[config.mk]
export PLATFORM = sky130hd
export DESIGN_NAME = instruction_fetch
export DESIGN_NICKNAME = d
export VERILOG_FILES = /design/src/rtl/instruction_fetch_pkg.sv /design/src/rtl/instruction_fetch_program_counter.sv /design/src/rtl/instruction_fetch.sv
export SDC_FILE = /design/constraint.sdc
export NUM_CORES = 1
export LEC_CHECK = 0
export CAP_MARGIN = 5
export CORE_UTILIZATION = 60
export DETAILED_ROUTE_END_ITERATION = 16
export DONT_BUFFER_PORTS = 1
export HOLD_SLACK_MARGIN = 0.1
export PLACE_DENSITY = 0.76
export SETUP_SLACK_MARGIN = 0.1
export SYNTH_ARGS = -nofsm -noshare
export SYNTH_HDL_FRONTEND = slang
export SYNTH_SLANG_ARGS = --single-unit
[constraint.sdc]
create_clock -name clk -period 1.7 [get_ports clk]
set_input_delay 0.255 -clock clk [delete_from_list [all_inputs] [get_ports clk]]
set_output_delay 0.255 -clock clk [all_outputs]
set_load 0.03 [all_outputs]
[src/rtl/instruction_fetch_pkg.sv]
// Shared definitions for the fetch stage and the control unit.
// Holds the default program-counter and instruction widths, the position
// of the opcode field and the fetch FSM state encoding.
package instruction_fetch_pkg;

  localparam int PC_W_DEF    = 8;
  localparam int INSTR_W_DEF = 16;
  // Opcode occupies the top OPCODE_W bits of an instruction word.
  localparam int OPCODE_W    = 3;

  typedef enum logic [1:0] {
    ST_IDLE = 2'd0,
    ST_REQ  = 2'd1,
    ST_WAIT = 2'd2
  } fetch_state_t;

endpackage : instruction_fetch_pkg

[src/rtl/instruction_fetch_program_counter.sv]
// Program counter register for the fetch stage.
// Ports:
//   clk, reset   : clock, synchronous active-high reset (PC -> 0)
//   inc_en       : advance PC by one, wrapping modulo 2^PC_W
//   load_en      : load load_value (wins over inc_en)
//   load_value   : redirect address
//   pc           : current program counter
module program_counter
  import instruction_fetch_pkg::*;
#(
  parameter int PC_W = PC_W_DEF
) (
  input  logic            clk,
  input  logic            reset,
  input  logic            inc_en,
  input  logic            load_en,
  input  logic [PC_W-1:0] load_value,
  output logic [PC_W-1:0] pc
);

  localparam logic [PC_W-1:0] PC_ONE = {{(PC_W-1){1'b0}}, 1'b1};

  always_ff @(posedge clk) begin
    if (reset) begin
      pc <= '0;
    end else if (load_en) begin
      pc <= load_value;
    end else if (inc_en) begin
      // Natural overflow of the PC_W-bit add gives the wrap to zero.
      pc <= pc + PC_ONE;
    end
  end

endmodule : program_counter

[src/rtl/instruction_fetch.sv]
// Instruction fetch stage: requests words from instruction memory, holds
// one fetched instruction in an output slot until downstream consumes it,
// and redirects the PC on jump or taken branch at consume time.
// Ports:
//   clk, reset          : clock, synchronous active-high reset
//   imem_req/imem_addr  : read request and word address (always the PC)
//   imem_ack/imem_rdata : acknowledge with same-cycle read data
//   stall               : downstream not consuming the slot
//   jump, branch,       : redirect controls for the slotted instruction,
//   alu_zero, target      only acted on during a consume
//   instr, instr_valid  : output slot
//   control_opcode      : opcode field of instr
//   pc_out              : address instr was fetched from
module instruction_fetch
  import instruction_fetch_pkg::*;
#(
  parameter int PC_W    = PC_W_DEF,
  parameter int INSTR_W = INSTR_W_DEF
) (
  input  logic               clk,
  input  logic               reset,
  output logic               imem_req,
  output logic [PC_W-1:0]    imem_addr,
  input  logic               imem_ack,
  input  logic [INSTR_W-1:0] imem_rdata,
  input  logic               stall,
  input  logic               jump,
  input  logic               branch,
  input  logic               alu_zero,
  input  logic [PC_W-1:0]    target,
  output logic [INSTR_W-1:0] instr,
  output logic               instr_valid,
  output logic [OPCODE_W-1:0] control_opcode,
  output logic [PC_W-1:0]    pc_out
);

  fetch_state_t    state_reg, state_next;
  logic            fetch_en;
  logic            consume;
  logic            redirect;
  logic [PC_W-1:0] pc;

  // The slot is only ever full in WAIT, so this is the consume condition.
  assign consume  = instr_valid & ~stall;
  // Jump and taken branch share one effect; both asserted is still one load.
  assign redirect = consume & (jump | (branch & alu_zero));

  program_counter #(
    .PC_W(PC_W)
  ) u_pc (
    .clk       (clk),
    .reset     (reset),
    .inc_en    (fetch_en),
    .load_en   (redirect),
    .load_value(target),
    .pc        (pc)
  );

  assign imem_addr = pc;

  always_ff @(posedge clk) begin
    if (reset) begin
      state_reg <= ST_IDLE;
    end else begin
      state_reg <= state_next;
    end
  end

  always_comb begin
    state_next = state_reg;
    imem_req   = 1'b0;
    fetch_en   = 1'b0;
    case (state_reg)
      ST_IDLE: begin
        state_next = ST_REQ;
      end
      ST_REQ: begin
        imem_req = 1'b1;
        // Stall is deliberately not looked at: an outstanding request
        // completes regardless of downstream back-pressure.
        if (imem_ack) begin
          fetch_en   = 1'b1;
          state_next = ST_WAIT;
        end
      end
      ST_WAIT: begin
        if (consume) begin
          state_next = ST_REQ;
        end
      end
      default: begin
        state_next = ST_IDLE;
      end
    endcase
  end

  // Output slot: loaded on an acknowledged request, emptied on consume,
  // otherwise held.
  always_ff @(posedge clk) begin
    if (reset) begin
      instr          <= '0;
      instr_valid    <= 1'b0;
      control_opcode <= '0;
      pc_out         <= '0;
    end else if (fetch_en) begin
      instr          <= imem_rdata;
      instr_valid    <= 1'b1;
      control_opcode <= imem_rdata[INSTR_W-1 -: OPCODE_W];
      pc_out         <= pc;
    end else if (consume) begin
      instr_valid    <= 1'b0;
    end
  end

endmodule : instruction_fetch

==> results.json, run 1 <==
{
  "end_kind": "register",
  "placed_area_um2": 1500,
  "wirelength_mm": 3.41,
  "status": "complete, no violations",
  "tns_ns": 0,
  "track_usage_pct": 28.1,
  "cts_root_buffer": "clkbuf_4",
  "postCtsSetupRepairBufs": 0,
  "syn-num-nets": 204,
  "initial_core_util_pct": 63.9,
  "fmax_mhz": 656,
  "dp_slack_ns": 0.194,
  "antenna_found_initial": 0,
  "critPathSlowestCell": "or4_1",
  "crit_type": "register to register",
  "syn_inst": 172,
  "max_stage_delay_ns": 0.52,
  "synth_area_um2": 1430,
  "fin_skew_ns": 0.0118,
  "drt_iter0_markers": 20,
  "grt_max_degree": 36,
  "core-area_um2": 2230,
  "worstPathArrival_ns": 1.78,
  "place_congestion": 0.826,
  "htree_levels": 2,
  "first_pass_iters": 4,
  "ys_ff_latch": 35,
  "max_cap_viol_count": 0,
  "reg2reg_slack_ns": 0.17,
  "drive_above_1_share_pct": 15.2,
  "final_common_cell": "nand2_1",
  "grt_pass1_wl_mm": 5.21,
  "hold_viol": 0,
  "num_io_pins": 68,
  "tightest_slew_ns": 0.608,
  "post-route-cell-area_um2": 1780,
  "synth_cell_types": 27,
  "tritoncts": "done",
  "dp.final_hpwl_mm": 2.15,
  "die-height_um": 50.8,
  "leakagePower_nw": 0.638,
  "multi_input_area_um2": 654,
  "die-width_um": 50.8,
  "utilization_pct": 79.7,
  "fin_nets": 229,
  "final_cell_mix": "nand2_1, dfxtp_1, a21oi_1, dlygate4sd3_1, buf_4",
  "finalSetupViolCount": 0,
  "peakVddDrop_mv": 0.763,
  "clk_pin_slew_worst_paths_ns": 0.10,
  "ys_seq_area_share_pct": 49.1,
  "grt-ovfl-total": 0,
  "whs_ns": 0.131,
  "min_period_ns": 1.53,
  "wl_per_cell_um": 15.1,
  "power_mw": 1.77,
  "cts.path.max_buffers": 2,
  "crit_fanout": 8,
  "largest_register_ffs": 16,
  "layout.cells.non_filler": 226,
  "grt_pass1_vias": 1227,
  "min_period_over_period_pct": 89.7,
  "clkSinkCount": 35,
  "ant_nets": 0,
  "critPathRequiredTime_ns": 1.96,
  "area_growth_pct": 24.7,
  "crit_path_cell_trace": "nand4b_4 -> or4_1 -> a311oi_2",
  "syn_avg_cell_area_um2": 8.30,
  "cts_inserted_buffers": 5,
  "yosysWarnings": 0,
  "rows": 17,
  "drc": 0,
  "top_regs": "instr x16, pc_out x8, u_pc.pc x8",
  "dieArea_um2": 2580,
  "regMostFlops": "instr",
  "maxSlewHeadroom_pct": 59.4,
  "placed_cells": 200,
  "rsz0062_at_grt": "no",
  "finalMaxSlewViolations": 0,
  "antennaDiodeCount": 0,
  "port_buffers": 0,
  "setup_slack_ns": 0.175,
  "crit_path_start_kind": "register",
  "fillers": 169,
  "vias_per_cell": 5.93,
  "power_density_nw_per_um2": 994,
  "route.vias.total": 1340,
  "hp-class": "input pin to register",
  "clock_latency_ns": 0.35,
  "regArea_um2": 702
}
logic make-up after synthesis:
kind of cell / after synthesis / synth area share [%]
compound gates: 42 / 18.2
simple gates: 77 / 25.5
buf+inv: 15 / 5.08
xor+xnor: 2 / 1.23
fa+ha+maj: 1 / 0.876
flops: 35 / 49.1
final timing paths:
kind                startpoint          to  cells past startpoint
setup / recovery  state_reg[0]  u_pc.pc[5]                      3
hold / removal        imem_ack   pc_out[2]                      2
setup reg to reg  state_reg[0]  u_pc.pc[5]                      3
hold reg to reg     u_pc.pc[0]   pc_out[0]                      2
layout make-up:
class | instances | share of cell area (%)
sequential | 35 | 39.4
multi-input combinational | 122 | 36.8
timing repair buffer | 33 | 17.0
clock buffer | 6 | 2.88
clock inverter | 2 | 1.97
tap | 28 | 1.97
layer usage:
metal	part of all wire (%)	GRT usage [%]	vias up
li1	-	-	650
met1	39	30.2	610
met2	51	48.4	72
met3	8.6	9.39	8
met4	2.0	14.8	0
met5	0	0	-
cell usage after synthesis:
master / count / area [um2]
dfxtp_1: 35 / 701
o21ai_0: 3 / 15.0
clkbuf_1: 8 / 30.0
and3b_1: 1 / 8.76
a21oi_1: 28 / 140
nor2_1: 1 / 3.75
a311oi_2: 2 / 30.0
nand4b_4: 1 / 23.8
or4_1: 2 / 15.0
nor3_1: 8 / 40.0
nand2_1: 53 / 199
nand4b_1: 1 / 8.76
or2_2: 1 / 6.26
nand3b_1: 2 / 15.0
a211oi_1: 2 / 15.0
ha_1: 1 / 12.5
nand4_1: 2 / 12.5
a311oi_1: 4 / 35.0
xnor2_1: 1 / 8.76
buf_4: 3 / 22.5
buf_2: 4 / 20.0
o21ba_2: 1 / 10.0
nor2b_1: 1 / 6.26
o31ai_1: 2 / 15.0
or3_1: 3 / 18.8
xor2_1: 1 / 8.76
nand2b_1: 1 / 6.26
power by group:
group	switching, mW	internal [mW]	leakage, nW
Clock	0.278	0.347	0.0482
Sequential	0.0791	0.855	0.285
Combinational	0.116	0.0935	0.305
critical path: cells and delay by family, from the launching register on:
kind / cells / cell delay [ns]
DFF: 1 / 0.49
AOI/OAI and AO/OA: 1 / 0.25
and+or+nand+nor: 2 / 0.70
repair_timing:
item | 4_1_cts | 5_1_grt
hold endpoints to repair | 35 | 0
hold buffers | 18 | 0
resized for setup | 0 | 0
Note: power is estimated with default switching activity, not from simulation.
==> inputs of run 2 (changes only) <==
--- a/config.mk
+++ b/config.mk
@@ -6,11 +6,11 @@
 export NUM_CORES = 1
 export LEC_CHECK = 0
 export CAP_MARGIN = 5
-export CORE_UTILIZATION = 60
+export CORE_UTILIZATION = 40
 export DETAILED_ROUTE_END_ITERATION = 16
 export DONT_BUFFER_PORTS = 1
 export HOLD_SLACK_MARGIN = 0.1
-export PLACE_DENSITY = 0.76
+export RECOVER_POWER = 50
 export SETUP_SLACK_MARGIN = 0.1
 export SYNTH_ARGS = -nofsm -noshare
 export SYNTH_HDL_FRONTEND = slang
==> results.json, run 2 (synthesis gave the netlist of run 1 again) <==
{
  "status": "complete, no violations",
  "placed_cells": 221,
  "wl_per_cell_um": 13.8,
  "power_frac_comb_pct": 13.7,
  "grt_max_degree": 36,
  "path_delay_family": "simple AND/OR/NAND/NOR gates",
  "finalSetupViolCount": 0,
  "core-area_um2": 3390,
  "power.switching_mw": 0.445,
  "rsz0062_at_grt": "no",
  "place_congestion": 0.804,
  "fmax_mhz": 662,
  "first_pass_iters": 4,
  "max_cap_viol_count": 0,
  "port_buffers": 0,
  "grt_pass1_vias": 1172,
  "grt-ovfl-total": 0,
  "ant_nets": 0,
  "drc": 0,
  "clk_pin_slew_worst_paths_ns": 0.10,
  "multi_input_area_um2": 667,
  "maxSlewHeadroom_pct": 52.6,
  "track_usage_pct": 18.6,
  "regMostFlops": "instr",
  "post-route-cell-area_um2": 1790,
  "placed_area_um2": 1550,
  "reg2reg_slack_ns": 0.19,
  "whs_ns": 0.144,
  "dp_slack_ns": 0.244,
  "tritoncts": "done",
  "utilization_pct": 52.7,
  "power_mw": 1.58,
  "crit_buf_inv": 0,
  "drt_iter0_markers": 66,
  "critPathRequiredTime_ns": 1.93,
  "min_period_over_period_pct": 88.8,
  "tightest_slew_ns": 0.714,
  "area_growth_pct": 25.2,
  "leakagePower_nw": 0.618,
  "top_regs": "instr x16, pc_out x8, u_pc.pc x8",
  "hold_viol": 0,
  "end_kind": "register",
  "min_period_ns": 1.51,
  "antenna_found_initial": 0,
  "die-width_um": 61.7,
  "max_stage_delay_ns": 0.51,
  "setup_slack_ns": 0.190,
  "cts_inserted_buffers": 5,
  "route.vias.total": 1297,
  "internal-power_mw": 1.14,
  "hp-class": "input pin to register",
  "fillers": 334,
  "crit_fanout": 8,
  "cts_root_buffer": "clkbuf_4",
  "die-height_um": 61.7,
  "htree_levels": 2,
  "power_density_nw_per_um2": 885,
  "final_cell_mix": "nand2_1, dfxtp_1, a21oi_1, dlygate4sd3_1, buf_4",
  "largest_register_ffs": 16,
  "swShare_pct": 28.1,
  "tns_ns": 0,
  "finalMaxSlewViolations": 0,
  "wirelength_mm": 3.41,
  "grt_pass1_wl_mm": 5.11,
  "dp.final_hpwl_mm": 2.37,
  "vias_per_cell": 5.25,
  "p_clk_share_pct": 28.0,
  "clock_latency_ns": 0.31,
  "drive_above_1_share_pct": 13.9,
  "fin_nets": 233,
  "p_seq_share_pct": 58.3,
  "critPathSlowestCell": "or4_1",
  "num_io_pins": 68,
  "regArea_um2": 702,
  "crit_path_start_kind": "register",
  "crit_type": "register to register",
  "rows": 21,
  "peakVddDrop_mv": 0.510,
  "worstPathArrival_ns": 1.74,
  "antennaDiodeCount": 0,
  "crit_path_cell_trace": "nand4b_4 -> or4_1 -> a311oi_2",
  "final_common_cell": "nand2_1",
  "dieArea_um2": 3810,
  "initial_core_util_pct": 42.1,
  "fin_skew_ns": 0.00508,
  "layout.cells.non_filler": 247,
  "clkSinkCount": 35,
  "cts.path.max_buffers": 2
}
-- run 2: path summary, 6_finish.rpt --
| check | endpoint | cells past startpoint | from |
|---|---|---|---|
| worst max-delay path | u_pc.pc[7] | 3 | state_reg[0] |
| worst min-delay path | pc_out[2] | 2 | imem_ack |
| worst max register to register | u_pc.pc[7] | 3 | state_reg[0] |
| worst min register to register | instr[13] | 2 | instr[13] |
-- run 2: cell type report --
cell class | count | area share [%]
multi-input combinational | 122 | 37.3
timing repair buffer | 37 | 17.0
clock buffer | 6 | 2.87
clock inverter | 1 | 0.280
tap | 46 | 3.22
sequential | 35 | 39.3
-- run 2: routing by layer --
metal / vias to the layer above / GRT usage [%] / routed length (um)
met3: 4 / 8.07 / 292
met2: 46 / 33.9 / 1760
li1: 646 / - / -
met5: - / 0 / 0
met4: 0 / 4.76 / 28
met1: 601 / 19.5 / 1340
-- run 2: what timing repair did --
| action | 4_1_cts | 5_1_grt |
|---|---|---|
| hold buffers | 18 | 0 |
| buffers inserted | 0 | 1 |
| setup endpoints to repair | 0 | 2 |
| hold endpoints to repair | 35 | 0 |
| gates resized for setup | 0 | 2 |
-- run 2: power by group through the flow --
stage | Sequential [mW] | Clock, mW | Combinational (mW)
after floorplan | 0.959 | 0 | 0.119
after global placement | 0.940 | 0 | 0.170
after detailed placement | 0.942 | 0 | 0.176
after CTS | 0.923 | 0.464 | 0.225
after global routing | 0.930 | 0.507 | 0.236
final | 0.923 | 0.442 | 0.217
